<file path="config.mk">
export PLATFORM = sky130hd
export DESIGN_NAME = multicycle_addsub
export DESIGN_NICKNAME = d
export VERILOG_FILES = /design/src/rtl/multicycle_addsub.sv
export SDC_FILE = /design/constraint.sdc
export NUM_CORES = 1
export LEC_CHECK = 0
export ABC_AREA = 1
export CAP_MARGIN = 10
export CORE_ASPECT_RATIO = 0.75
export CORE_MARGIN = 2
export CORE_UTILIZATION = 50
export CTS_CLUSTER_SIZE = 24
export DETAILED_ROUTE_END_ITERATION = 10
export GPL_ROUTABILITY_DRIVEN = 1
export PLACE_DENSITY = 0.77
export SLEW_MARGIN = 20
export SYNTH_ARGS = -nofsm -noshare
export SYNTH_HDL_FRONTEND = slang
export SYNTH_SLANG_ARGS = --single-unit
</file>
<file path="constraint.sdc">
create_clock -name clk -period 2.05 [get_ports clk]
set_input_delay 0.3075 -clock clk [delete_from_list [all_inputs] [get_ports clk]]
set_output_delay 0.3075 -clock clk [all_outputs]
set_load 0.005 [all_outputs]
</file>
<file path="src/rtl/multicycle_addsub.sv">
// Chunk-serial signed/unsigned adder-subtractor: CHUNK bits per cycle, LSB chunk first.
// Optional saturation on overflow when ADDSUB_SAT_EN is defined (adds the Sat input).
module multicycle_addsub #(
    parameter int unsigned WIDTH = 16,
    parameter int unsigned CHUNK = 4
) (
    input  logic             clk,
    input  logic             rst_n,
    input  logic             Start,
    input  logic             Sub,
    input  logic             CIn,
`ifdef ADDSUB_SAT_EN
    input  logic             Sat,
`endif
    input  logic [WIDTH-1:0] A,
    input  logic [WIDTH-1:0] B,
    output logic [WIDTH-1:0] Sum,
    output logic             COut,
    output logic             Overflow,
    output logic             Zero,
    output logic             Busy,
    output logic             Done
);

    localparam int unsigned NCH = WIDTH / CHUNK;
    localparam int unsigned IW  = (NCH > 1) ? $clog2(NCH) : 1;

    typedef enum logic [1:0] {StIdle, StCalc, StDone} state_e;

    state_e           state_q;
    logic [WIDTH-1:0] a_q;
    logic [WIDTH-1:0] b_q;
    logic [WIDTH-1:0] shadow_q;
    logic             carry_q;
    logic [IW-1:0]    idx_q;
`ifdef ADDSUB_SAT_EN
    logic             sat_q;
`endif

    logic [CHUNK:0]   part;
    logic [WIDTH-1:0] shadow_d;
    logic [WIDTH-1:0] result;
    logic             a_msb;
    logic             b_msb;
    logic             ovf;
    logic             last;

    // Operands shift right each cycle, so the active chunk is always the low CHUNK bits;
    // the shadow fills from the top so it is fully aligned after NCH chunks.
    always_comb begin
        part     = {1'b0, a_q[CHUNK-1:0]} + {1'b0, b_q[CHUNK-1:0]} + {{CHUNK{1'b0}}, carry_q};
        shadow_d = (shadow_q >> CHUNK) | (WIDTH'(part[CHUNK-1:0]) << (WIDTH - CHUNK));
        a_msb    = a_q[CHUNK-1];
        b_msb    = b_q[CHUNK-1];
        // Same-sign operands producing a different-sign result == carry-in(MSB) ^ carry-out
        ovf      = (a_msb ~^ b_msb) & (a_msb ^ part[CHUNK-1]);
        result   = shadow_d;
`ifdef ADDSUB_SAT_EN
        if (sat_q && ovf) begin
            result = {a_msb, {(WIDTH-1){~a_msb}}};
        end
`endif
        last     = (idx_q == IW'(NCH - 1));
    end

    always_ff @(posedge clk) begin
        if (!rst_n) begin
            state_q  <= StIdle;
            a_q      <= '0;
            b_q      <= '0;
            shadow_q <= '0;
            carry_q  <= 1'b0;
            idx_q    <= '0;
`ifdef ADDSUB_SAT_EN
            sat_q    <= 1'b0;
`endif
            Sum      <= '0;
            COut     <= 1'b0;
            Overflow <= 1'b0;
            Zero     <= 1'b0;
            Busy     <= 1'b0;
            Done     <= 1'b0;
        end else begin
            case (state_q)
                StIdle, StDone: begin
                    Done <= 1'b0;
                    if (Start) begin
                        a_q     <= A;
                        b_q     <= Sub ? ~B : B;
                        carry_q <= CIn ^ Sub;
                        idx_q   <= '0;
`ifdef ADDSUB_SAT_EN
                        sat_q   <= Sat;
`endif
                        Busy    <= 1'b1;
                        state_q <= StCalc;
                    end else begin
                        state_q <= StIdle;
                    end
                end
                StCalc: begin
                    a_q      <= a_q >> CHUNK;
                    b_q      <= b_q >> CHUNK;
                    shadow_q <= shadow_d;
                    carry_q  <= part[CHUNK];
                    idx_q    <= idx_q + IW'(1);
                    if (last) begin
                        Sum      <= result;
                        COut     <= part[CHUNK];
                        Overflow <= ovf;
                        Zero     <= (result == '0);
                        Busy     <= 1'b0;
                        Done     <= 1'b1;
                        idx_q    <= '0;
                        state_q  <= StDone;
                    end
                end
                default: state_q <= StIdle;
            endcase
        end
    end

endmodule

</file>
======== After elaboration in Yosys (flattened, before gate mapping) ========
Cells that the tools add are included.
operators by class
  add/subtract/negate cells ............... 3
  equality and inequality tests ........... 5
  muxes and demuxes ....................... 18
  bitwise operators ....................... 6
  reductions and logical operators ........ 8
operator list
  operator             count
  $pmux 16 s2          2
  $mux 16              3
  $logic_not 16->1     1
  $not 16->16          1
  $or 12x16->16        1
  $pmux 2 s2           2
  $mux 2               3
  $pmux 1 s2           3
  $reduce_and 2->1     3
  $add 4x4->5          1
  $add 5x1->5          1
  $mux 1               5
  $eq 2x2->1 const B   2
  $ne 2x2->1 const B   2
  $reduce_and 3->1     1
  $add 2x1->2 const B  1
  $eq 2x1->1 const B   1
  $logic_not 2->1      1
  $reduce_bool 2->1    1
  $reduce_or 2->1      1
  $xor 1x1->1          2
  $and 1x1->1          1
  $xnor 1x1->1         1
storage, ports and cells
  register bits ........................... 74
  input port bits ......................... 37
  output and inout port bits .............. 21
  logic and storage cells ................. 52

======== Longest topological paths before layout ========
Gate-level depths: netlist of run 1.
  depth after elaboration ................. 4
  depth in mapped cells ................... 10
  mapped depth without buffers ............ 10

======== Worst setup path after synthesis of run 1 ========
No wires, ideal clock.
  kind .................................... register to register
  from .................................... register a_q[0]
  to ...................................... register Zero
  setup time .............................. 0.070 ns
  data arrival time ....................... 1.677 ns
  required time ........................... 1.980 ns
  setup slack ............................. 0.302 ns
  stages on the path, launching flop included .. 10
  path buffers ............................ 0
  clock period less this slack ............ 1.748 ns
  cells stage by stage .................... dfxtp_1 > fa_1 > fa_1 > nor2_1 > nand2_1 > nor2_1 > nand2_1 > nor2_1 > nand2_1 > a21oi_1
on the way
  word-level cells in the longest chain between the ends .. 4
ends and longest elaborated chain
  what                      RTL line  source
  start: declaration        31        logic [WIDTH-1:0] a_q;
  start signal: assignment  102       a_q <= a_q >> CHUNK;
  $add 4x4->5               51        part = {1'b0, a_q[CHUNK-1:0]} + {1'b0, b_q[CHUNK-1:0]} + {{CHUNK{1'b0}}, carry_q};
  $add 5x1->5               51
  via part[1]               40        logic [CHUNK:0] part;
  $or 12x16->16             52        shadow_d = (shadow_q >> CHUNK) | (WIDTH'(part[CHUNK-1:0]) << (WIDTH - CHUNK));
  $logic_not 16->1          111       Zero <= (result == '0);
  end signal: assignment    111
  end: declaration          20        output logic Zero,
The timed path passes the listed nets, and every way through them passes these cells.
A chain may end at the register's enable or synchronous reset.

======== Worst setup path after layout of run 1 ========
Same ends and word-level chain as after synthesis.

==> results of run 1 <==
[synthesized netlist by cell type (2+ instances only)]
library cell / number
a211oi_1: 4
a21oi_1: 30
a22oi_1: 11
a31oi_1: 12
buf_2: 10
buf_6: 2
clkbuf_1: 8
dfxtp_1: 70
fa_1: 2
ha_1: 4
inv_1: 26
inv_2: 5
nand2_1: 84
nand3_1: 11
nor2_1: 34
nor2_4: 3
nor2_8: 2
o21ai_0: 28
o21ai_1: 13
xnor2_1: 12
[worst max-delay path: stages (launching register included)]
cell	delay, ns
dfxtp_1	0.33
fa_1	0.47
fa_1	0.46
nor2_1	0.10
nand2_1	0.06
nor2_1	0.09
nand2_1	0.06
nor2_1	0.09
nand2_1	0.06
a21oi_1	0.11
[cells by family (layout without fill, tap and decap cells)]
family / Yosys count / after routing
AO/OA/AOI/OAI: 101 / 101
XOR/XNOR: 12 / 12
adder cells (fa/ha/maj): 6 / 6
buffers and inverters: 53 / 112
flip-flops: 70 / 70
AND/OR/NAND/NOR: 137 / 137
[flip-flops by register name, indices dropped and copies added (netlist names)]
name      count
Zero          1
Done          1
carry_q       1
b_q          16
Sum          16
Overflow      1
idx_q         2
COut          1
Busy          1
shadow_q     12
state_q       2
a_q          16
[routing by layer]
layer | track usage (%) | part of all wire (%)
met5 | 0 | 0
met4 | 6.699 | 1.7
met3 | 8.094 | 5.9
met2 | 30.86 | 43
met1 | 28.87 | 49
[worst max-delay path by stage]
stage	depth (start not counted)	from	end	slack, ns
finish	9	a_q[0]	Zero	0.16
global route	9	a_q[0]	Zero	0.03
CTS	9	a_q[0]	Zero	0.16
detailed placement	9	a_q[0]	Zero	0.19
global placement	9	a_q[0]	Zero	0.23
floorplan	9	a_q[0]	Zero	0.30
[power by group through the flow]
stage	sequential [mW]	combinational, mW	clock (mW)
after floorplan	1.50	0.282	0
after global placement	1.52	0.422	0
after detailed placement	1.52	0.432	0
after CTS	1.49	0.434	1.17
after global routing	1.50	0.485	1.24
final	1.49	0.433	1.15
[area by class of cell]
| cell class | count | area, sq um | area share (%) |
|---|---|---|---|
| clock buffers | 11 | 151.4 | 3.961 |
| well taps | 78 | 97.59 | 2.553 |
| clock inverters | 5 | 57.56 | 1.506 |
| multi-input cells | 256 | 1356 | 35.48 |
| flip-flops and latches | 70 | 1401 | 36.66 |
| repair buffers | 64 | 635.6 | 16.63 |
| inverters | 32 | 122.6 | 3.208 |
[through the flow]
| step | setup WS, ns | hold WS (ns) | total power, mW | util [%] |
|---|---|---|---|---|
| final | 0.1563 | 0.4626 | 3.068 | 65.95 |
| after global routing | 0.03132 | 0.4909 | 3.225 | 65.95 |
| after CTS | 0.1639 | 0.4612 | 3.088 | 65.95 |
| after detailed placement | 0.1937 | 0.4519 | 1.949 | 62.35 |
| after global placement | 0.2334 | 0.4447 | 1.938 | 62.35 |
| after floorplan | 0.3021 | 0.4401 | 1.786 | - |
==> out/results.ini, run 1 <==
[floorplan]
die_area_sq_um = 6614
fp.dieW_microns = 93.24
die_h_microns = 70.93
fp-row-count = 24
initial_core_util_pct = 51.53
ioPinCount = 58
core_sq_um = 5796

[min_path]
worstHoldStart = a_q[12]
hold_depth = 2
min_to = a_q[12]
min_path_type = flip-flop to flip-flop

[clock_network]
cts.sinks = 70
cts_buffers = 9
clkLatencyLatePin_ns = 0.35
htree_levels = 3
cts_setup_buffers = 0
hold_buffers = 0
cts.path.max_buffers = 2
cts_resized = 0
clk_pin_slew_ns = 0.07
cts-root-buf = clkbuf_8
cts_tree = done

[grt]
gr-total-overflow = 0
first_global_vias = 2400
grt_pass1_wl_microns = 10900
grt_max_degree = 39
antenna_found_initial = 0
grtUsageTotal_pct = 21.07

[timing]
finalCritPeriodShare_pct = 92.38
hold_viol_final = 0
tightest_slew_ns = 0.5211
finalSetupViolCount = 0
min_period_ns = 1.894
rsz0062_at_grt = no
skew_ns = 0.004768
fmax_mhz = 528.1
slew_headroom_pct = 65.18
finalMaxSlewViolations = 0
tns_ns = 0

[yosys]
yosysTopAreaCell = dfxtp_1
synth_nets = 422
synth-adder-area-share_pct = 3.016
ys_seq_area_share_pct = 46.92
synth_top_cell_area_share_pct = 46.92
synth_edf_count = 0
async_flop_share_pct = 0
synthFlopType = dfxtp_1
synthesis.area_sq_um = 2987
synth_simple_gate_area_share_pct = 19.82
synthTopCellsByArea = dfxtp_1, nand2_1, a21oi_1, o21ai_0, nor2_1
ys_types = 28
muxShareOfSynthArea_pct = 0
synth_area_per_cell_sq_um = 7.880
synth_top_family_by_area = simple AND/OR/NAND/NOR gates
yosysWarningCount = 0
synthXorXnorAreaFrac_pct = 3.519
synth_compound_area_share_pct = 19.06
netlist_instances = 379
ys_seq_elements = 70

[setup_path]
r2r_end = Zero
path_class = flip-flop to flip-flop
crit_required_ns = 2.33
path_max_fanout = 2
start_kind = flip-flop
critPathCaptureType = flip-flop
r2r_setup_slack_ns = 0.16
r2r_start = a_q[0]
arrival_ns = 2.18
r2r_cells = 9

[routing]
drc = 0
final_antenna_net_count = 0
wl_per_cell_microns = 12.51
drt_first_pass_iters = 4
wl_microns = 6454
vias = 2637
initialDrtViolationCount = 118
viasPerCell = 5.110

[final_layout]
drive_above_1_share_pct = 8.447
antenna_cells = 0
num-fill-cells = 491
layout.nets = 476
final_cell_mix = nand2_1, dfxtp_1, clkdlybuf4s50_1
instances_no_fill = 516
post-route-cell-area_sq_um = 3822
areaGrowthSynthToFinish_pct = 27.99
final_common_cell = nand2_1

[placed_design]
dpl.cell_count = 500
placed_area_sq_um = 3613
place_congestion = 0.8114
dp_hpwl_microns = 4549
io_buffers = 57

[pwr]
vdd_drop_max_uv = 555.6
power.net_switching_mw = 0.8091
power.density_nw_per_um2 = 802.7
power_frac_seq_pct = 48.5
intPower_mw = 2.259
p_sw_share_pct = 26.37
clockPowerShare_pct = 37.4
combPwrFrac_pct = 14.1
p_leak_nw = 1.592

[flow_run]
cap_violations = 0

[run_status]
status = completed

(Power assumes the default switching activity.)
==> run 2, diff against run 1 <==
Settings changed: ABC_AREA 1 to 0, CORE_MARGIN 2 to 4, PLACE_DENSITY 0.77 to 0.78.
==> run 2 against run 1 <==
Hold slack worse by 0.0098 ns. Critical path depth is 3 lower. Sequential power hardly changed. Via count decreased by 7.5%. Critical path type unchanged.
==> out/results.ini, run 2 <==
[clock_network]
cts.sinks = 70
clkLatencyLatePin_ns = 0.35
clk_pin_slew_ns = 0.08
cts-root-buf = clkbuf_8
cts_buffers = 9
cts_setup_buffers = 0
htree_levels = 3
cts_tree = done
cts.path.max_buffers = 2

[placed_design]
dp_hpwl_microns = 4373
place_congestion = 0.8104
dpl.cell_count = 444
io_buffers = 57

[min_path]
worstHoldStart = Sum[1]
min_to = Sum[1]
min_path_type = flip-flop to flip-flop
hold_depth = 2

[floorplan]
die_h_microns = 74.22
fp.dieW_microns = 96.29
core_sq_um = 5497
initial_core_util_pct = 53.18
ioPinCount = 58
fp-row-count = 23
die_area_sq_um = 7146

[pwr]
power.density_nw_per_um2 = 881.2
p_leak_nw = 1.374
vdd_drop_max_uv = 569.6

[setup_path]
r2r_setup_slack_ns = 0.04
r2r_start = a_q[0]
cp_slowest_cell = fa_1
path_cells = fa_2, fa_1, nor4_2, nand4_1, nor4_2, a32o_1
slowest_delay_ns = 0.48
start_kind = flip-flop
r2r_cells = 6
path_common_cell = nor4_2
arrival_ns = 2.30
path_class = flip-flop to flip-flop
crit_required_ns = 2.34
r2r_end = Zero
path_max_fanout = 2
critPathCaptureType = flip-flop

[timing]
hold_viol_final = 0
hold_ws_ns = 0.4527
slew_headroom_pct = 56.33
finalMaxSlewViolations = 0
tightest_slew_ns = 0.6550
min_period_ns = 2.005
rsz0062_at_grt = yes
finalSetupViolCount = 0
finalCritPeriodShare_pct = 97.82
fmax_mhz = 498.7
skew_ns = 0.01022

[grt]
grt_pass1_wl_microns = 10820
grtUsageTotal_pct = 19.58
antenna_found_initial = 0
grt_max_degree = 36
first_global_vias = 2331
gr-total-overflow = 0

[yosys]
synthTopCellsByArea = dfxtp_1, nand2_1, a22oi_1, a21oi_1, xor2_1
async_flop_share_pct = 0
ys_seq_elements = 70
synth_area_per_cell_sq_um = 8.884
synth_top_cell_area_share_pct = 47.95
synthesis.area_sq_um = 2923
yosysTopAreaCell = dfxtp_1
ys_top_cells_by_count = nand2_1, dfxtp_1, a21oi_1
synthFlopType = dfxtp_1
netlist_instances = 329
yosys.cell_count.top_type = nand2_1
ys_types = 31
synth_edf_count = 0
synth_nets = 372
yosysWarningCount = 0
ys_seq_area_share_pct = 47.95

[routing]
drc = 0
vias = 2439
initialDrtViolationCount = 157
wl_microns = 6612
wl_per_cell_microns = 14.37
viasPerCell = 5.302
final_antenna_net_count = 0
drt_first_pass_iters = 6

[final_layout]
final_cell_mix = nand2_1, dfxtp_1, clkdlybuf4s50_1
areaGrowthSynthToFinish_pct = 29.20
layout.nets = 423
instances_no_fill = 460
reg_top3 = Sum (16), a_q (16), b_q (16)
final_common_cell = nand2_1
drive_above_1_share_pct = 10.65
antenna_cells = 0

[flow_run]
cap_violations = 0

[run_status]
status = completed

-- run 2: cell families (layout without fill, tap and decap cells) --
logic type / after synthesis / count (layout) / synth area share [%]
AOI/OAI and AO/OA: 96 / 96 / 21.28
xor gates and xnor gates: 20 / 20 / 5.993
adders and majority gates: 6 / 6 / 3.082
buffers and inverters: 26 / 82 / 5.608
DFF: 70 / 70 / 47.95
and+or+nand+nor: 111 / 111 / 16.10
-- run 2: routing by layer --
layer	wire (microns)	global-route usage (%)
met1	2997	25.30
met2	3088	30.60
met3	441	7.887
met4	83	5.205
met5	0	0
-- run 2: worst max path at each step --
stage / cells after the start / slack (ns) / to / startpoint
final: 6 / 0.04 / Zero / a_q[0]
after global routing: 6 / -0.07 / Zero / a_q[0]
after CTS: 6 / 0.02 / Zero / a_q[0]
after detailed placement: 6 / 0.03 / Zero / a_q[0]
after global placement: 6 / 0.05 / Zero / a_q[0]
after floorplan: 6 / 0.12 / Zero / a_q[0]
-- run 2: stage by stage --
| step | setup TNS, ns | area (sq um) | util, % | worst slack (ns) | power (mW) |
|---|---|---|---|---|---|
| floorplan | 0 | 2923 | - | 0.1190 | 1.739 |
| global placement | 0 | 3490 | 63.49 | 0.04959 | 1.860 |
| detailed placement | 0 | 3490 | 63.49 | 0.02814 | 1.868 |
| CTS | 0 | 3760 | 68.40 | 0.01715 | 3.339 |
| global route | -0.07438 | 3776 | 68.70 | -0.07438 | 3.468 |
| finish | 0 | 3776 | 68.70 | 0.04470 | 3.328 |
-- run 2: repair_timing --
item,in CTS,in global routing
gates resized for setup,0,4
hold endpoints to repair,0,0
hold buffers,0,0
setup endpoints to repair,0,1
-- run 2: layout make-up --
type	instances	area [sq um]
Fill cell	438	1720
Sequential cell	70	1403
Multi-Input combinational cell	233	1375
Timing Repair Buffer	65	630.6
Clock buffer	11	141.4
Clock inverter	5	128.9
Tap cell	75	93.84
Inverter	1	3.754
-- run 2: power by group --
group	leakage (nW)	internal [mW]	total (mW)	switching, mW
clock network	0.134	0.969	1.47	0.505
registers	0.571	1.42	1.47	0.0439
logic	0.669	0.182	0.388	0.206
-- run 2: worst max-delay path, delay by kind of cell, from the launching register on --
family	cells	cell delay (ns)
flops	1	0.33
fa+ha+maj	2	0.88
compound gates	1	0.14
simple gates	3	0.61
==> run 3, diff against run 2 <==
Settings changed: CORE_UTILIZATION 50 to 46, PLACE_DENSITY 0.78 to 0.75.
Clock period 2.05 ns to 1.7 ns, I/O delays scaled along.
==> run 3 against run 2 <==
The run now ends with negative setup slack left. Via count is 1.1% higher. Critical path depth stayed put. Sequential share of layout area is 0.96 points lower. Flip-flop and latch count did not move. Setup slack worse by 0.21 ns. Total power is 14% higher. Fmax increased by 7.4%. Final cell count rose by 3.0%. Register-to-register slack got worse by 0.21 ns. Global-route usage decreased by 2.1 points. Clock skew fell by 0.0031 ns. Sequential power up 20%. Largest cell class is now multi-input combinational cells.
==> out/results.ini, run 3 (synthesis results as in run 2) <==
[timing]
finalCritPeriodShare_pct = 109.8
fmax_mhz = 535.7
hold_viol_final = 0
min_period_ns = 1.867
finalSetupViolCount = 3
slew_headroom_pct = 61.37
rsz0062_at_grt = yes
skew_ns = 0.007132
tightest_slew_ns = 0.5794
finalMaxSlewViolations = 0
setup_ws_ns = -0.1667

[setup_path]
r2r_start = a_q[0]
start_kind = flip-flop
startpoint = a_q[0]
path_class = flip-flop to flip-flop
arrival_ns = 2.15
critPathCaptureType = flip-flop
path_max_fanout = 2
crit_required_ns = 1.98

[grt]
grtUsageTotal_pct = 17.45
first_global_vias = 2403
grt_pass1_wl_microns = 10970
gr-total-overflow = 0
antenna_found_initial = 0
grt_max_degree = 30

[clock_network]
clkLatencyLatePin_ns = 0.34
cts.sinks = 70
cts-root-buf = clkbuf_8
cts_tree = done
cts_buffers = 9
cts.path.max_buffers = 2
clk_pin_slew_ns = 0.07
hold_buffers = 0
htree_levels = 3

[routing]
initialDrtViolationCount = 136
viasPerCell = 5.205
vias = 2467
drc = 0
wl_per_cell_microns = 14.06
final_antenna_net_count = 0
drt_first_pass_iters = 4
wl_microns = 6665

[final_layout]
num-fill-cells = 506
drive_above_1_share_pct = 15.15
reg_top3 = Sum (16), a_q (16), b_q (16)
final_cell_mix = nand2_1, dfxtp_1, clkdlybuf4s50_1
final_common_cell = nand2_1
areaGrowthSynthToFinish_pct = 32.62
layout.nets = 434
antenna_cells = 0

[floorplan]
fp.dieW_microns = 100.0
core_sq_um = 5976
ioPinCount = 58
fp-row-count = 24
initial_core_util_pct = 48.91
die_h_microns = 77.03
die_area_sq_um = 7706

[run_status]
status = finished with violations
violations = negative setup slack

[pwr]
power.density_nw_per_um2 = 982.4
p_leak_nw = 1.426
finalPower_mw = 3.808
vdd_drop_max_uv = 673.0

[placed_design]
io_buffers = 57
place_congestion = 0.8239
dp_hpwl_microns = 4612
dp_slack_ns = -0.1318

[min_path]
min_path_type = flip-flop to flip-flop
worstHoldStart = a_q[11]

[flow_run]
cap_violations = 0

==> run 3: cell count changes in the layout (fill, tap and decap cells not counted), sizes merged <==
cell / change
inv: -1
bufinv: -2
clkinv: +2
buf: +11
clkinvlp: +1
==> run 3: path summary, 6_finish.rpt <==
check        endpoint  slack (ns)  cells past startpoint
max              Zero       -0.17                      6
min           a_q[11]        0.46                      2
max reg2reg      Zero       -0.17                      6
min reg2reg   a_q[11]        0.46                      2
==> run 3: per-stage QoR <==
stage / TNS (ns) / cell area, sq um / hold slack (ns) / util [%] / instances
3_5_place_dp: -0.2282 / 3590 / 0.4480 / 60.07 / 457
4_1_cts: -0.1545 / 3842 / 0.4583 / 64.30 / 474
2_1_floorplan: -0.05079 / 2932 / 0.3905 / - / 329
3_3_place_gp: -0.1385 / 3590 / 0.4432 / 60.07 / 457
6_report: -0.2252 / 3876 / 0.4550 / 64.87 / 474
5_1_grt: -0.4545 / 3876 / 0.4686 / 64.87 / 474
==> run 3: area by class of cell <==
type,count,area (sq um),area share [%]
inverter,1,3.754,0.09684
tap,78,97.59,2.518
clock buffer,11,151.4,3.906
sequential,70,1403,36.18
clock inverter,5,81.33,2.098
multi-input combinational,233,1414,36.48
timing repair buffer,76,725.7,18.72
==> run 3: critical path, stage by stage (launching register included) <==
cell,delay [ns]
dfxtp_2,0.33
fa_2,0.39
fa_2,0.46
nor4_4,0.15
nand4_1,0.16
nor4_2,0.16
a32o_1,0.15
==> run 3: timing repair <==
action                                  4_1_cts  5_1_grt
endpoints found under the setup margin        2       17
pin swaps                                     4        1
resized for setup                             3        6
buffers inserted                              1        0
==> run 3: per-layer routing <==
layer	GRT usage (%)	routed length, microns
met5	0	0
met4	4.441	50
met3	5.802	395
met2	27.03	3066
met1	23.44	3153
==> run 3: power by group <==
| group | leakage, nW | internal [mW] | switching, mW | total [mW] |
|---|---|---|---|---|
| clock | 0.116 | 0.906 | 0.614 | 1.52 |
| combinational | 0.740 | 0.256 | 0.265 | 0.521 |
| sequential | 0.571 | 1.71 | 0.0529 | 1.77 |
==> patch (config.mk and constraints of run 2) <==
Set the parameter `WIDTH` to 8 (it was 16).
--- a/src/rtl/multicycle_addsub.sv
+++ b/src/rtl/multicycle_addsub.sv
@@ -1,7 +1,7 @@
 // Chunk-serial signed/unsigned adder-subtractor: CHUNK bits per cycle, LSB chunk first.
 // Optional saturation on overflow when ADDSUB_SAT_EN is defined (adds the Sat input).
 module multicycle_addsub #(
-    parameter int unsigned WIDTH = 16,
+    parameter int unsigned WIDTH = 8,
     parameter int unsigned CHUNK = 4
 ) (
     input  logic             clk,
Ports: changed (resized A, B and Sum); port bits go from 58 to 34. No check against the original RTL was run, so the function may have changed too.
==> patch against run 2 <==
Area after synthesis is 45% lower; worst hold slack better by 0.0070 ns; power is 46% lower; count of clock-buffer cells in the layout is 6 lower; worst setup slack better by 0.045 ns; sequential cell count is 33 lower; routed wire length is 44% lower; largest power group unchanged; final area is 45% lower.
==> patch: results (changes against run 2) <==
* Max VDD drop at 534.7 uV (was 569.6 uV)
* Instance count of the mapped netlist at 173 (was 329)
* Global placement routability congestion at 0.9095 (was 0.8104)
* Clock Skew at 0.006082 ns (was 0.01022 ns)
* Global-route wire length before repair at 6099 um (was 10820 um)
* Drt total wl at 3693 um (was 6612 um)
* Synth Warn # at 0 (unchanged)
* # H-tree levels at 2 (was 3)
* Share of layout cells above drive strength 1 at 0.08213 (was 0.1065)
* Total number of vias at 1344 (was 2439)
* Internal at 0.001368 W (was 0.002573 W)
* Netlist cell types at 33 (was 31)
* Fillcell total at 229 (was 438)
* Syn Nets at 199 (was 372)
* Outcome: complete, no violations (unchanged)
* Dpl hpwl at 2611 um (was 4373 um)
* Largest registers: Sum (8), a_q (8), b_q (8) (was Sum (16), a_q (16), b_q (16))
* Placed Area at 1954 sq um (was 3490 sq um)
* Worst Tran Pin Value at 0.5109 ns (was 0.6550 ns)
* DP Worst Slack at 0.1118 ns (was 0.02814 ns)
* Drt first pass iters at 4 (was 6)
* Most area-consuming cells after synthesis: dfxtp_1, a22oi_1, a21oi_1 (was dfxtp_1, nand2_1, a22oi_1)
* HP Class: reg -> reg (unchanged)
* Worst EP arrival at 2.15 ns (was 2.30 ns)
* Largest net degree at the start of global routing at 37 (was 36)
* Most common library cells after synthesis: dfxtp_1, nand2_1, a21oi_1 (was nand2_1, dfxtp_1, a21oi_1)
* Initial DRC Count at 103 (was 157)
* Worst-Skew Late Latency at 0.30 ns (was 0.35 ns)
* DP Cell Count at 237 (was 444)
* PortBufs at 33 (was 57)
* Leak at 0.8110 nW (was 1.374 nW)
[patch: worst max-delay path, cell delays in order, from the launching register on]
cell	delay, ns
dfxtp_1	0.34
fa_1	0.46
fa_1	0.42
a21o_1	0.20
a21oi_1	0.18
a21oi_1	0.09
o21a_1	0.17
[patch: path summary, 6_finish.rpt]
check	startpoint	to	slack, ns	cells past startpoint
worst min register to register	Sum[0]	Sum[0]	0.46	2
worst min-delay path	Sum[0]	Sum[0]	0.46	2
worst max-delay path	a_q[0]	carry_q	0.09	6
worst max register to register	a_q[0]	carry_q	0.09	6
[patch: power by group through the flow]
stage | clock (W) | sequential, W | combinational [W]
after global routing | 0.000801 | 0.000796 | 0.000289
after detailed placement | 0 | 0.000807 | 0.000260
final | 0.000747 | 0.000792 | 0.000263
after CTS | 0.000758 | 0.000791 | 0.000262
after floorplan | 0 | 0.000798 | 0.000173
after global placement | 0 | 0.000805 | 0.000248
[patch: logic make-up after synthesis]
family / after synthesis / share of synthesized area
and+or+nand+nor: 57 / 0.1637
adders and majority gates: 5 / 0.04833
DFF: 37 / 0.4614
xor gates and xnor gates: 12 / 0.06547
buffers and inverters: 12 / 0.05221
AOI/OAI and AO/OA: 50 / 0.2089
[patch: through the flow]
step | utilization | total power [W]
after floorplan | - | 0.0009709
after global placement | 0.6516 | 0.001052
after detailed placement | 0.6516 | 0.001067
after CTS | 0.6963 | 0.001811
after global routing | 0.6963 | 0.001886
final | 0.6963 | 0.001801
[patch: area by class of cell]
class                   count  share of cell area
multi-input cells         124              0.3739
flip-flops and latches     37              0.3547
repair buffers             36              0.1809
clock buffers               5             0.03295
clock inverters             3             0.03116
well taps                  38             0.02277
inverters                   2            0.003595
[patch: layer usage]
metal | routed length [um] | vias to the layer above | track usage
li1 | - | 662 | -
met1 | 1627 | 629 | 0.2449
met2 | 1730 | 42 | 0.2917
met3 | 247 | 11 | 0.07923
met4 | 88 | 0 | 0.08527
met5 | 0 | - | 0
